===== src/rtl/fetch_queue_pkg.sv =====
// fetch_queue_pkg: shared pipeline constants used by the fetch and decode stages
package fetch_queue_pkg;
  localparam logic [31:0] PIPE_RESET_PC   = 32'hbfc00000;
  localparam logic [31:0] PIPE_RESET_INST = 32'h00000000;
endpackage


===== src/rtl/fetch_queue.sv =====
// fetch_queue: registered FIFO of {pc, inst} between fetch and decode with flush
module fetch_queue
  import fetch_queue_pkg::*;
#(
  parameter int          DATA_W     = 32,
  parameter int          DEPTH      = 4,
  parameter logic [DATA_W-1:0] RESET_PC   = DATA_W'(PIPE_RESET_PC),
  parameter logic [DATA_W-1:0] RESET_INST = DATA_W'(PIPE_RESET_INST)
) (
  input  logic                     clk,
  input  logic                     resetn,
  input  logic                     flush,
  input  logic                     in_valid,
  output logic                     in_ready,
  input  logic [DATA_W-1:0]        in_pc,
  input  logic [DATA_W-1:0]        in_inst,
  output logic                     out_valid,
  input  logic                     out_ready,
  output logic [DATA_W-1:0]        out_pc,
  output logic [DATA_W-1:0]        out_inst,
  output logic [$clog2(DEPTH):0]   count
);
  localparam int AW = $clog2(DEPTH);
  localparam int CW = AW + 1;

  logic [2*DATA_W-1:0] r_mem [DEPTH];
  logic [AW-1:0]       r_wptr;
  logic [AW-1:0]       r_rptr;
  logic [CW-1:0]       r_count;
  logic                w_push;
  logic                w_pop;

  assign in_ready  = r_count < CW'(DEPTH);
  assign out_valid = r_count != '0;
  assign w_push    = in_valid && in_ready && !flush;
  assign w_pop     = out_valid && out_ready && !flush;
  assign count     = r_count;
  // Head is shown straight from storage; the empty case falls back to the reset constants.
  assign out_pc    = out_valid ? r_mem[r_rptr][2*DATA_W-1:DATA_W] : RESET_PC;
  assign out_inst  = out_valid ? r_mem[r_rptr][DATA_W-1:0] : RESET_INST;

  // Storage needs no reset: entries are only visible when count covers them.
  always_ff @(posedge clk) begin
    if (w_push) r_mem[r_wptr] <= {in_pc, in_inst};
  end

  // Pointers wrap naturally at DEPTH (power of two); flush clears everything and wins.
  always_ff @(posedge clk or negedge resetn) begin
    if (!resetn) begin
      r_wptr  <= '0;
      r_rptr  <= '0;
      r_count <= '0;
    end else if (flush) begin
      r_wptr  <= '0;
      r_rptr  <= '0;
      r_count <= '0;
    end else begin
      if (w_push) r_wptr <= r_wptr + AW'(1);
      if (w_pop) r_rptr <= r_rptr + AW'(1);
      if (w_push && !w_pop) r_count <= r_count + CW'(1);
      else if (w_pop && !w_push) r_count <= r_count - CW'(1);
    end
  end
endmodule


===== config.mk =====
export PLATFORM = sky130hd
export DESIGN_NAME = fetch_queue
export DESIGN_NICKNAME = d
export VERILOG_FILES = /design/src/rtl/fetch_queue_pkg.sv /design/src/rtl/fetch_queue.sv
export SDC_FILE = /design/constraint.sdc
export NUM_CORES = 1
export LEC_CHECK = 0
export CORE_ASPECT_RATIO = 1.5
export CORE_UTILIZATION = 34
export DETAILED_ROUTE_END_ITERATION = 7
export GPL_TIMING_DRIVEN = 0
export PLACE_DENSITY = 0.54
export SLEW_MARGIN = 20
export SYNTH_ARGS = -nofsm -noshare
export SYNTH_HDL_FRONTEND = slang
export SYNTH_SLANG_ARGS = --single-unit

===== constraint.sdc =====
create_clock -name clk -period 2.65 [get_ports clk]
set_clock_uncertainty 0.15 [all_clocks]
set_input_delay 0.795 -clock clk [delete_from_list [all_inputs] [get_ports clk]]
set_output_delay 0.795 -clock clk [all_outputs]
set_load 0.03 [all_outputs]

# ---- Word-level counts from Yosys, hierarchy flattened
# Memory sizes are Yosys's and may differ from the RTL's.
# Cells that the tools add are included.
# Widths: inputs -> output; s select.
dict set report op_classes {
  n_lt_le_gt_ge 1
  muxes 11
  n_reduce_logical 13
  add_sub_neg 4
}
# op n
set ops {}
lappend ops {{$mux 32} 2}
lappend ops {{$mux 3} 3}
lappend ops {{$mux 2} 4}
lappend ops {{$logic_and 1x1->1} 6}
lappend ops {{$reduce_bool 3->1} 2}
lappend ops {{$add 2x1->2 const B} 2}
lappend ops {{$reduce_bool 2->1} 2}
lappend ops {{$add 3x1->3 const B} 1}
lappend ops {{$logic_not 1->1} 3}
lappend ops {{$lt 3x3->1 const B} 1}
lappend ops {{$sub 3x1->3 const B} 1}
lappend ops {{$mux 1} 2}
dict set report word_totals {
  n_memories 1
  elab_cells 33
  reg_bits 7
  mem_bits_rw 256
}
# name words width read_ports rd_clocked_by_memory_dff write_ports line_no
set mem_list {}
lappend mem_list {r_mem 4 64 1 0 1 fetch_queue.sv:26} ;# logic [2*DATA_W-1:0] r_mem [DEPTH];

# ---- Longest topological paths before layout
# Gate-level depths: netlist of the first run.
dict set report depth {
  ltp_word 8
  depth_mapped 11
  depth_no_buf 9
}

# ---- Worst setup path after synthesis of the first run
# Ideal clock, no wire load.
dict set report synth_timing {
  path_type {in2reg}
  start {in flush}
  end {mem r_mem[0][0] (netlist name) (enable)}
  path_slack_ns -0.604
  setup_time_ns 0.429
  t_arrival_ns 2.675
  path_buffers 1
  path_stages 3
  required_ns 2.071
  path_cell_list {clkbuf_1 nor2_1 and2_1}
}
dict set report synth_between {
  elab_chain_cells 4
}
# element line_no
set synth_rtl {}
lappend synth_rtl {{start: declaration} fetch_queue.sv:12} ;# input logic flush,
lappend synth_rtl {{$logic_not 1->1} fetch_queue.sv:35} ;# assign w_push = in_valid && in_ready && !flush;
lappend synth_rtl {{$logic_and 1x1->1} fetch_queue.sv:35}
lappend synth_rtl {{$mux 1} fetch_queue.sv:44} ;# if (w_push) r_mem[r_wptr] <= {in_pc, in_inst};
lappend synth_rtl {{$mux 1 (implied by the code)} fetch_queue.sv:44}
lappend synth_rtl {{end: declaration} fetch_queue.sv:26}
# Every way passes these cells.

# ---- Worst setup path after layout of the first run
dict set report layout_timing {
  start {reg r_rptr[0]}
  end {out out_inst[16]}
}
dict set report layout_between {
  elab_chain_cells 2
}
# element line_no
set layout_rtl {}
lappend layout_rtl {{start: declaration} fetch_queue.sv:28} ;# logic [AW-1:0] r_rptr;
lappend layout_rtl {{start signal: assignment} fetch_queue.sv:59} ;# if (w_pop) r_rptr <= r_rptr + AW'(1);
lappend layout_rtl {{$mem_v2 4x64} --}
lappend layout_rtl {{$mux 32} fetch_queue.sv:40} ;# assign out_inst = out_valid ? r_mem[r_rptr][DATA_W-1:0] : RESET_INST;
lappend layout_rtl {{end: declaration} fetch_queue.sv:20} ;# output logic [DATA_W-1:0] out_inst,
# Every way passes these cells.

==> flow_metrics.env, run 1 <==
export IMPL_port_buffers=136
export IMPL_nets=727
export IMPL_io_pins=138
export IMPL_synth_commonest_cells="edfxtp_1, mux4_2, and2_1"
export IMPL_cp_start_kind="flop"
export IMPL_synth_flop_cell="edfxtp_1"
export IMPL_clk_latency_ns=0.53
export IMPL_num_rows=77
export IMPL_clock_sinks=263
export IMPL_yosys_warnings=0
export IMPL_maxCapViolCount=0
export IMPL_outcome="finished, violations left"
export IMPL_gp_congestion=0.7108
export IMPL_hold_class="in2async"
export IMPL_required_ns=1.71
export IMPL_vias_per_cell=4.734
export IMPL_ys_types=30
export IMPL_drt_iter0_markers=205
export IMPL_tightest_slew_ns=0.4726
export IMPL_violations="setup timing"
export IMPL_setup_viol=65
export IMPL_fin_crit_ns=3.074
export IMPL_cts_clk_slew_worst_paths_ns=0.07
export IMPL_grt_total_usage_pct=14.87
export IMPL_vias=5051
export IMPL_cts_path_max_buffers=3
export IMPL_synth_area_leader_cell="edfxtp_1"
export IMPL_setup_ws_ns=-0.4238
export IMPL_cts_made_buffers=26
export IMPL_cts_root_buffer="clkbuf_16"
export IMPL_htree_levels=1
export IMPL_critPathMaxFanout=6
export IMPL_n_antenna_cell=0
export IMPL_synth_nets=540
export IMPL_timing_hold_ws_ns=0.3836
export IMPL_core_area_um2=29480
export IMPL_wire_per_inst_um=20.62
export IMPL_grt_overflow=0
export IMPL_area_delta_synth_final_pct=34.22
export IMPL_antenna_left=0
export IMPL_synth_area_leaders="edfxtp_1, mux4_2, and2_1"
export IMPL_ys_seq_area_share_pct=77.19
export IMPL_crit_arrival_ns=2.13
export IMPL_rsz0062_at_grt="yes"
export IMPL_cts_tree="yes"
export IMPL_synthCells=466
export IMPL_grt_pass1_vias=5807
export IMPL_critical_path_class="reg2out"
export IMPL_netlist_area_um2=10190
export IMPL_layoutNonFillerInstCount=1067
export IMPL_synth_most_common_cell="edfxtp_1"
export IMPL_fmax_ghz=0.3253
export IMPL_max_slew_margin_rel_pct=68.50
export IMPL_drive_gt1_share_pct=40.92
export IMPL_drt_pass1_iter_count=4
export IMPL_period_share_pct=116.0
export IMPL_die_area_um2=30670
export IMPL_yosysTopAreaCellShare_pct=75.47
export IMPL_synth_edf_count=256
export IMPL_grt_max_degree=43
export IMPL_antenna_found_initial=0
export IMPL_endpoint_kind="output port"
export IMPL_async_flop_share_pct=2.662
export IMPL_dp_hpwl_um=13340
export IMPL_avgSynthCellArea_um2=21.86
export IMPL_start_util_pct=34.55
export IMPL_hold_buffers=0
export IMPL_placedCellCount=1001
export IMPL_slew_viol_final=0
export IMPL_pwr_density_cell_nw_per_um2=924.1
export IMPL_grt_pass1_wl_um=33650
export IMPL_ir_drop_v=0.0005473
export IMPL_die_w_um=143.3
export IMPL_drcViolationCount=0
export IMPL_die_h_um=214.0
export IMPL_total_power_mw=12.63
export IMPL_ys_ff_latch=263
export IMPL_p_leak_nw=4.616
export IMPL_finalHoldViolations=0
export IMPL_routed_wl_um=22000
-- layer usage --
layer,part of all wire [%],up-vias,GRT usage (%)
met5,0,-,0
met4,2.8,0,5.745
met3,5.1,38,3.043
met2,54,129,27.09
met1,38,2616,16.75
li1,-,2268,-
-- path summary, 6_finish.rpt --
| check | startpoint | to | slack (ns) | cells past startpoint |
|---|---|---|---|---|
| worst min-delay path | resetn | r_rptr[0]$_DFFE_PN0P_ | 0.38 | 1 |
| max in group asynchronous | resetn | r_rptr[0]$_DFFE_PN0P_ | 1.69 | 1 |
| worst max register to register | count[0]$_DFFE_PN0P_ | count[1]$_DFFE_PN0P_ | 0.07 | 11 |
| min in group clk | r_wptr[1]$_DFFE_PN0P_ | r_wptr[1]$_DFFE_PN0P_ | 0.44 | 2 |
| worst min register to register | r_wptr[1]$_DFFE_PN0P_ | r_wptr[1]$_DFFE_PN0P_ | 0.44 | 2 |
| worst max-delay path | r_rptr[0]$_DFFE_PN0P_ | out_inst[16] | -0.42 | 6 |
-- timing repair --
item	4_1_cts	5_1_grt
pin swaps	29	3
cloned	5	3
setup endpoints to repair	232	226
resized for setup	567	10
buffers inserted	11	3
-- cell usage in the layout (no fill, tap or decap), drive strengths merged --
master / Yosys / final
and2: 60 / 62
a21o: 1 / 1
nand2: 8 / 8
dfrtp: 7 / 7
clkdlybuf4s50: 0 / 66
o21ai: 4 / 4
mux2i: 1 / 1
nor2: 4 / 4
nand2b: 1 / 1
nor3: 1 / 1
a21oi: 5 / 5
xor2: 3 / 3
a2bb2oi: 1 / 1
or2: 9 / 9
clkbuf: 8 / 39
bufinv: 0 / 2
fa: 1 / 1
clkinvlp: 0 / 1
clkinv: 0 / 12
ha: 4 / 4
buf: 15 / 101
a311oi: 1 / 1
nand3b: 1 / 1
xnor2: 1 / 1
inv: 6 / 7
nand3: 2 / 2
mux4: 64 / 64
dlygate4sd2: 0 / 3
dlymetal6s2s: 0 / 2
a2111oi: 1 / 1
edfxtp: 256 / 256
nor2b: 1 / 1
-- cell type report --
class | instances | area, um2
fill | 2577 | 15810
sequential | 263 | 7864
multi-input combinational | 176 | 2333
timing repair buffer | 157 | 1802
clock buffer | 31 | 690.7
tap | 395 | 494.2
buffer | 23 | 322.8
clock inverter | 16 | 135.1
inverter | 6 | 30.03
-- per-stage QoR --
stage | util, % | instance area (um2) | TNS [ns] | worst slack [ns]
after floorplan | - | 10190 | 0 | 0.03383
after global placement | 40.86 | 12050 | -365.95 | -1.287
after detailed placement | 41.25 | 12160 | -164.63 | -0.8470
after CTS | 46.32 | 13650 | -27.19 | -0.4707
after global routing | 46.38 | 13670 | -28.09 | -0.5021
final | 46.38 | 13670 | -23.23 | -0.4238
-- critical path, stage by stage (launching register included) --
cell,delay (ns)
dfrtp_2,0.42
buf_12,0.16
buf_12,0.11
buf_12,0.11
mux4_2,0.49
and2_4,0.16
buf_6,0.13
-- cell families (layout without fill, tap and decap cells) --
group | after synthesis | in the layout | synth area share, %
flops | 263 | 263 | 77.19
simple gates | 87 | 89 | 5.135
mux | 65 | 65 | 14.25
buf+inv | 29 | 233 | 1.621
compound gates | 13 | 13 | 0.7739
fa+ha+maj | 5 | 5 | 0.6879
xor+xnor | 4 | 4 | 0.3440
-- power breakdown --
part           switching [mW]  internal (mW)  total, mW  leakage, nW
Combinational            2.01           2.23       4.24         1.80
Clock                    1.53           2.06       3.59        0.401
Sequential             0.0604           4.74       4.80         2.41
Total                    3.60           9.03       12.6         4.62
-- flip-flops by register name, indices dropped and copies added (netlist names) --
register / count
r_mem: 256
r_wptr: 2
count: 3
r_rptr: 2
(Power assumes the default switching activity.)
==> run 2, diff against run 1 <==
--- a/config.mk
+++ b/config.mk
@@ -5,11 +5,14 @@
 export SDC_FILE = /design/constraint.sdc
 export NUM_CORES = 1
 export LEC_CHECK = 0
+export CAP_MARGIN = 40
 export CORE_ASPECT_RATIO = 1.5
 export CORE_UTILIZATION = 34
+export CTS_BUF_LIST = sky130_fd_sc_hd__clkbuf_4 sky130_fd_sc_hd__clkbuf_8 sky130_fd_sc_hd__clkbuf_16
 export DETAILED_ROUTE_END_ITERATION = 7
 export GPL_TIMING_DRIVEN = 0
 export PLACE_DENSITY = 0.54
+export SKIP_LAST_GASP = 1
 export SLEW_MARGIN = 20
 export SYNTH_ARGS = -nofsm -noshare
 export SYNTH_HDL_FRONTEND = slang
==> flow_metrics.env, run 2 (synthesis gave the netlist of run 1 again) <==
export IMPL_cp_start_kind="flop"
export IMPL_fin_crit_ns=3.076
export IMPL_cp_common_cell="buf_12"
export IMPL_total_power_mw=12.25
export IMPL_io_pins=138
export IMPL_crit_chain="buf_12 -> buf_12 -> buf_12 -> mux4_2 -> and2_4 -> buf_6"
export IMPL_grt_pass1_vias=5803
export IMPL_routed_wl_um=21970
export IMPL_power_clock_fraction_pct=29.5
export IMPL_die_w_um=143.3
export IMPL_r2r_end="count[1]$_DFFE_PN0P_"
export IMPL_cts_root_buffer="clkbuf_16"
export IMPL_hold_buffers=0
export IMPL_maxCapViolCount=0
export IMPL_start_util_pct=34.55
export IMPL_slew_viol_final=0
export IMPL_reg2reg_from="count[2]$_DFFE_PN0P_"
export IMPL_port_buffers=136
export IMPL_critPathMaxFanout=6
export IMPL_violations="setup timing"
export IMPL_rsz0062_at_grt="yes"
export IMPL_mostFrequentLayoutCell="edfxtp_1"
export IMPL_internal_power_mw=8.731
export IMPL_critPathTopFamily="buffers and inverters"
export IMPL_num_rows=77
export IMPL_fmax_ghz=0.3251
export IMPL_setup_viol=64
export IMPL_largest_reg_flops=256
export IMPL_die_area_um2=30670
export IMPL_cts_made_buffers=26
export IMPL_vias=5056
export IMPL_outcome="finished, violations left"
export IMPL_rrSetupSlack_ns=0.15
export IMPL_cts_path_max_buffers=3
export IMPL_grt_total_usage_pct=14.87
export IMPL_finalHoldViolations=0
export IMPL_antenna_left=0
export IMPL_n_antenna_cell=0
export IMPL_nets=729
export IMPL_mostFrequentLayoutCells="edfxtp_1, clkdlybuf4s50_1, mux4_2"
export IMPL_max_slew_margin_rel_pct=68.20
export IMPL_clk_latency_ns=0.53
export IMPL_max_flop_register="r_mem"
export IMPL_cts_tree="yes"
export IMPL_gp_congestion=0.7108
export IMPL_critical_path_class="reg2out"
export IMPL_ir_drop_v=0.0005828
export IMPL_antenna_found_initial=0
export IMPL_dp_hpwl_um=13340
export IMPL_p_switching_mw=3.516
export IMPL_drt_pass1_iter_count=4
export IMPL_p_leak_nw=4.540
export IMPL_placedCellCount=1001
export IMPL_p_comb_share_pct=31.3
export IMPL_rr_worst_depth=10
export IMPL_grt_overflow=0
export IMPL_max_stage_delay_ns=0.49
export IMPL_vias_per_cell=4.730
export IMPL_swShare_pct=28.71
export IMPL_die_h_um=214.0
export IMPL_drt_iter0_markers=183
export IMPL_clock_sinks=263
export IMPL_drive_gt1_share_pct=37.83
export IMPL_endpoint_kind="output port"
export IMPL_worst_path_stages=6
export IMPL_cts_clk_slew_worst_paths_ns=0.07
export IMPL_hold_class="in2async"
export IMPL_required_ns=1.71
export IMPL_critPathSlowestCell="mux4_2"
export IMPL_setup_ws_ns=-0.4258
export IMPL_drcViolationCount=0
export IMPL_grt_max_degree=43
export IMPL_area_delta_synth_final_pct=31.86
export IMPL_grt_pass1_wl_um=33690
export IMPL_layoutNonFillerInstCount=1069
export IMPL_p_seq_share_pct=39.2
export IMPL_crit_arrival_ns=2.13
export IMPL_path_buf_inv=4
export IMPL_htree_levels=1
export IMPL_wire_per_inst_um=20.55
export IMPL_tightest_slew_ns=0.4770
export IMPL_core_area_um2=29480
export IMPL_period_share_pct=116.1
export IMPL_post_route_util_pct=45.56
export IMPL_pwr_density_cell_nw_per_um2=911.8
run 2: changes by cell type in the layout (fill, tap and decap cells not counted), moves of 2 or more:
| cell | delta |
|---|---|
| and2_1 | +28 |
| and2_4 | -28 |
| buf_2 | +27 |
| buf_4 | +4 |
| buf_6 | -27 |
| buf_8 | -3 |
| clkbuf_1 | -4 |
| clkbuf_4 | +5 |
| dfrtp_1 | -2 |
| dfrtp_2 | +2 |
run 2: final cells by class:
class | instances | area, um2
Fill cell | 2606 | 16050
Sequential cell | 263 | 7866
Multi-Input combinational cell | 176 | 2263
Timing Repair Buffer | 159 | 1620
Clock buffer | 31 | 705.7
Tap cell | 395 | 494.2
Buffer | 23 | 321.6
Clock inverter | 16 | 135.1
Inverter | 6 | 25.02
run 2: worst max-delay path by stage:
stage / slack, ns / start / to
3_5_place_dp: -0.85 / count[0]$_DFFE_PN0P_ / out_inst[6]
6_report: -0.43 / r_rptr[0]$_DFFE_PN0P_ / out_inst[16]
5_1_grt: -0.50 / r_rptr[0]$_DFFE_PN0P_ / out_inst[21]
3_3_place_gp: -1.29 / in_valid / r_mem[0][44]$_DFFE_PP_
4_1_cts: -0.47 / r_rptr[0]$_DFFE_PN0P_ / out_inst[21]
2_1_floorplan: 0.03 / count[0]$_DFFE_PN0P_ / out_inst[22]
run 2: repair_timing:
action                                  4_1_cts  5_1_grt
endpoints found under the setup margin      232      226
resized for setup                           481       10
pin swaps                                    29        4
cloned                                        5        2
buffers inserted                             11        6
run 2: stage by stage:
step / cell area, um2 / hold slack (ns) / worst slack, ns / TNS [ns]
4_1_cts: 13420 / 0.3602 / -0.4707 / -28.07
3_3_place_gp: 12050 / 0.4064 / -1.287 / -365.95
5_1_grt: 13430 / 0.3768 / -0.5021 / -29.05
6_report: 13430 / 0.3814 / -0.4258 / -24.05
2_1_floorplan: 10190 / 0.3494 / 0.03383 / 0
3_5_place_dp: 12160 / 0.4264 / -0.8470 / -164.63
run 2: power groups by stage:
stage / Combinational (mW) / Clock [mW] / Sequential [mW]
finish: 3.83 / 3.62 / 4.80
global route: 4.08 / 3.88 / 4.81
CTS: 3.94 / 3.73 / 4.80
detailed placement: 3.32 / 0 / 4.89
global placement: 3.28 / 0 / 4.89
floorplan: 1.97 / 0 / 4.90
run 2: worst reg2reg max path: cells and delay by family (launching register included):
family	cells	cell delay [ns]
AOI/OAI and AO/OA	2	0.46
adders and majority gates	1	0.41
buffers and inverters	4	0.47
DFF	1	0.43
and+or+nand+nor	3	0.47
run 2: metal layers:
layer	vias to the layer above	wire, um	GRT usage (%)
met4	0	626	5.745
met5	-	0	0
met3	39	1149	3.021
met2	134	11880	27.07
li1	2273	-	-
met1	2610	8309	16.80
==> run 3, diff against run 2 <==
--- a/config.mk
+++ b/config.mk
@@ -10,6 +10,7 @@
 export CORE_UTILIZATION = 34
 export CTS_BUF_LIST = sky130_fd_sc_hd__clkbuf_4 sky130_fd_sc_hd__clkbuf_8 sky130_fd_sc_hd__clkbuf_16
 export DETAILED_ROUTE_END_ITERATION = 7
+export GPL_ROUTABILITY_DRIVEN = 0
 export GPL_TIMING_DRIVEN = 0
 export PLACE_DENSITY = 0.54
 export SKIP_LAST_GASP = 1
==> constraint.sdc (replaced) <==
create_clock -name clk -period 2.8 [get_ports clk]
set_clock_uncertainty 0.15 [all_clocks]
set_input_delay 0.84 -clock clk [delete_from_list [all_inputs] [get_ports clk]]
set_output_delay 0.84 -clock clk [all_outputs]
set_load 0.03 [all_outputs]
==> flow_metrics.env, run 3 (synthesis gave the netlist of run 1 again) <==
export IMPL_cts_clk_slew_worst_paths_ns=0.07
export IMPL_die_h_um=214.0
export IMPL_grt_total_usage_pct=14.86
export IMPL_htree_levels=1
export IMPL_core_area_um2=29480
export IMPL_wire_per_inst_um=20.58
export IMPL_mostFrequentLayoutCells="edfxtp_1, clkdlybuf4s50_1, mux4_2"
export IMPL_grt_pass1_wl_um=33640
export IMPL_fin_crit_ns=3.118
export IMPL_timing_hold_ws_ns=0.4299
export IMPL_required_ns=1.81
export IMPL_mostFrequentLayoutCell="edfxtp_1"
export IMPL_grt_pass1_vias=5788
export IMPL_nets=727
export IMPL_start_util_pct=34.55
export IMPL_pwr_density_cell_nw_per_um2=867.2
export IMPL_drt_iter0_markers=219
export IMPL_tightest_slew_ns=0.4696
export IMPL_die_area_um2=30670
export IMPL_critPathSlowestCell="mux4_2"
export IMPL_slew_viol_final=0
export IMPL_path_buf_inv=4
export IMPL_num_rows=77
export IMPL_max_slew_margin_rel_pct=68.69
export IMPL_dp_hpwl_um=13340
export IMPL_cp_common_cell="buf_12"
export IMPL_antenna_left=0
export IMPL_setup_viol=64
export IMPL_crit_arrival_ns=2.13
export IMPL_drcViolationCount=0
export IMPL_io_pins=138
export IMPL_die_w_um=143.3
export IMPL_vias=5048
export IMPL_period_share_pct=111.3
export IMPL_cts_path_max_buffers=3
export IMPL_critical_path_class="reg2out"
export IMPL_n_antenna_cell=0
export IMPL_violations="setup timing"
export IMPL_p_leak_nw=4.529
export IMPL_area_delta_synth_final_pct=32.60
export IMPL_cts_made_buffers=26
export IMPL_setup_ws_ns=-0.3175
export IMPL_max_flop_register="r_mem"
export IMPL_antenna_found_initial=0
export IMPL_grt_max_degree=43
export IMPL_cts_tree="yes"
export IMPL_drt_pass1_iter_count=4
export IMPL_outcome="finished, violations left"
export IMPL_cts_root_buffer="clkbuf_16"
export IMPL_clk_latency_ns=0.53
export IMPL_finalHoldViolations=0
export IMPL_clock_sinks=263
export IMPL_crit_chain="buf_12 -> buf_12 -> buf_16 -> mux4_2 -> and2_4 -> buf_6"
export IMPL_ir_drop_v=0.0005512
export IMPL_tns_ns=-16.74
export IMPL_critPathTopFamily="buffers and inverters"
export IMPL_largest_reg_flops=256
export IMPL_total_power_mw=11.71
export IMPL_max_stage_delay_ns=0.49
export IMPL_vias_per_cell=4.731
export IMPL_fill_cells=2596
export IMPL_routed_wl_um=21960
export IMPL_hold_class="in2async"
export IMPL_port_buffers=136
export IMPL_critPathMaxFanout=9
export IMPL_grt_overflow=0
export IMPL_maxCapViolCount=0
export IMPL_rsz0062_at_grt="yes"
export IMPL_endpoint_kind="output port"
export IMPL_drive_gt1_share_pct=39.29
export IMPL_cp_start_kind="flop"
export IMPL_fmax_ghz=0.3208
[run 3: cell types whose count changed in the layout (fill, tap and decap cells not counted), moves of 3 or more]
cell / previous run / this run
clkdlybuf4s50_1: 66 / 70
buf_6: 38 / 49
clkbuf_4: 7 / 4
and2_4: 31 / 41
and2_1: 29 / 19
buf_2: 28 / 19
[run 3: metrics by stage]
stage,instances,setup slack (ns),utilization [%],instance area (um2)
2_1_floorplan,466,0.1388,-,10190
3_3_place_gp,997,-1.182,40.86,12050
3_5_place_dp,1001,-0.7420,41.25,12160
4_1_cts,1065,-0.3746,45.81,13510
5_1_grt,1067,-0.3978,45.82,13510
6_report,1067,-0.3175,45.82,13510
[run 3: path summary, 6_finish.rpt]
| check | cells after the start | end | startpoint | slack [ns] |
|---|---|---|---|---|
| max | 6 | out_pc[21] | r_rptr[0]$_DFFE_PN0P_ | -0.32 |
| min | 1 | r_rptr[0]$_DFFE_PN0P_ | resetn | 0.43 |
| max reg2reg | 10 | count[1]$_DFFE_PN0P_ | count[2]$_DFFE_PN0P_ | 0.11 |
| min reg2reg | 2 | r_wptr[1]$_DFFE_PN0P_ | r_wptr[1]$_DFFE_PN0P_ | 0.44 |
| max in group asynchronous | 1 | count[2]$_DFFE_PN0P_ | resetn | 1.79 |
| min in group clk | 2 | r_wptr[1]$_DFFE_PN0P_ | r_wptr[1]$_DFFE_PN0P_ | 0.44 |
[run 3: worst reg2reg max path, stage by stage, from the launching register on]
cell,delay (ns)
dfrtp_2,0.44
nor3_4,0.31
inv_2,0.13
clkbuf_16,0.18
buf_8,0.13
buf_4,0.13
nand2_1,0.08
and2_1,0.16
fa_1,0.41
a2bb2oi_1,0.15
a311oi_1,0.31
[run 3: routing by layer]
metal  GRT usage (%)  vias up  wire length (um)
li1                -     2270                 -
met1           16.85     2607              8331
met2           26.99      132             11840
met3           3.021       39              1164
met4           5.745        0               626
met5               0        -                 0
[run 3: repair_timing]
item                       4_1_cts  5_1_grt
pin swaps                       38        4
resized for setup              507       13
hold buffers                     0        0
setup endpoints to repair       67      208
cloned                           5        3
buffers inserted                13        4
[run 3: area by class of cell]
class / instances / area, um2 / area share [%]
Sequential cell: 263 / 7868 / 58.25
Tap cell: 395 / 494.2 / 3.659
Clock buffer: 31 / 705.7 / 5.225
Clock inverter: 16 / 135.1 / 1.000
Multi-Input combinational cell: 176 / 2288 / 16.94
Inverter: 6 / 22.52 / 0.1667
Timing Repair Buffer: 160 / 1732 / 12.82
Buffer: 20 / 261.5 / 1.936
[run 3: where the power goes]
part | internal (mW) | total (mW) | switching, mW | leakage (nW)
Sequential | 4.49 | 4.54 | 0.0496 | 2.41
Clock | 1.98 | 3.42 | 1.44 | 0.415
Combinational | 1.89 | 3.75 | 1.86 | 1.70
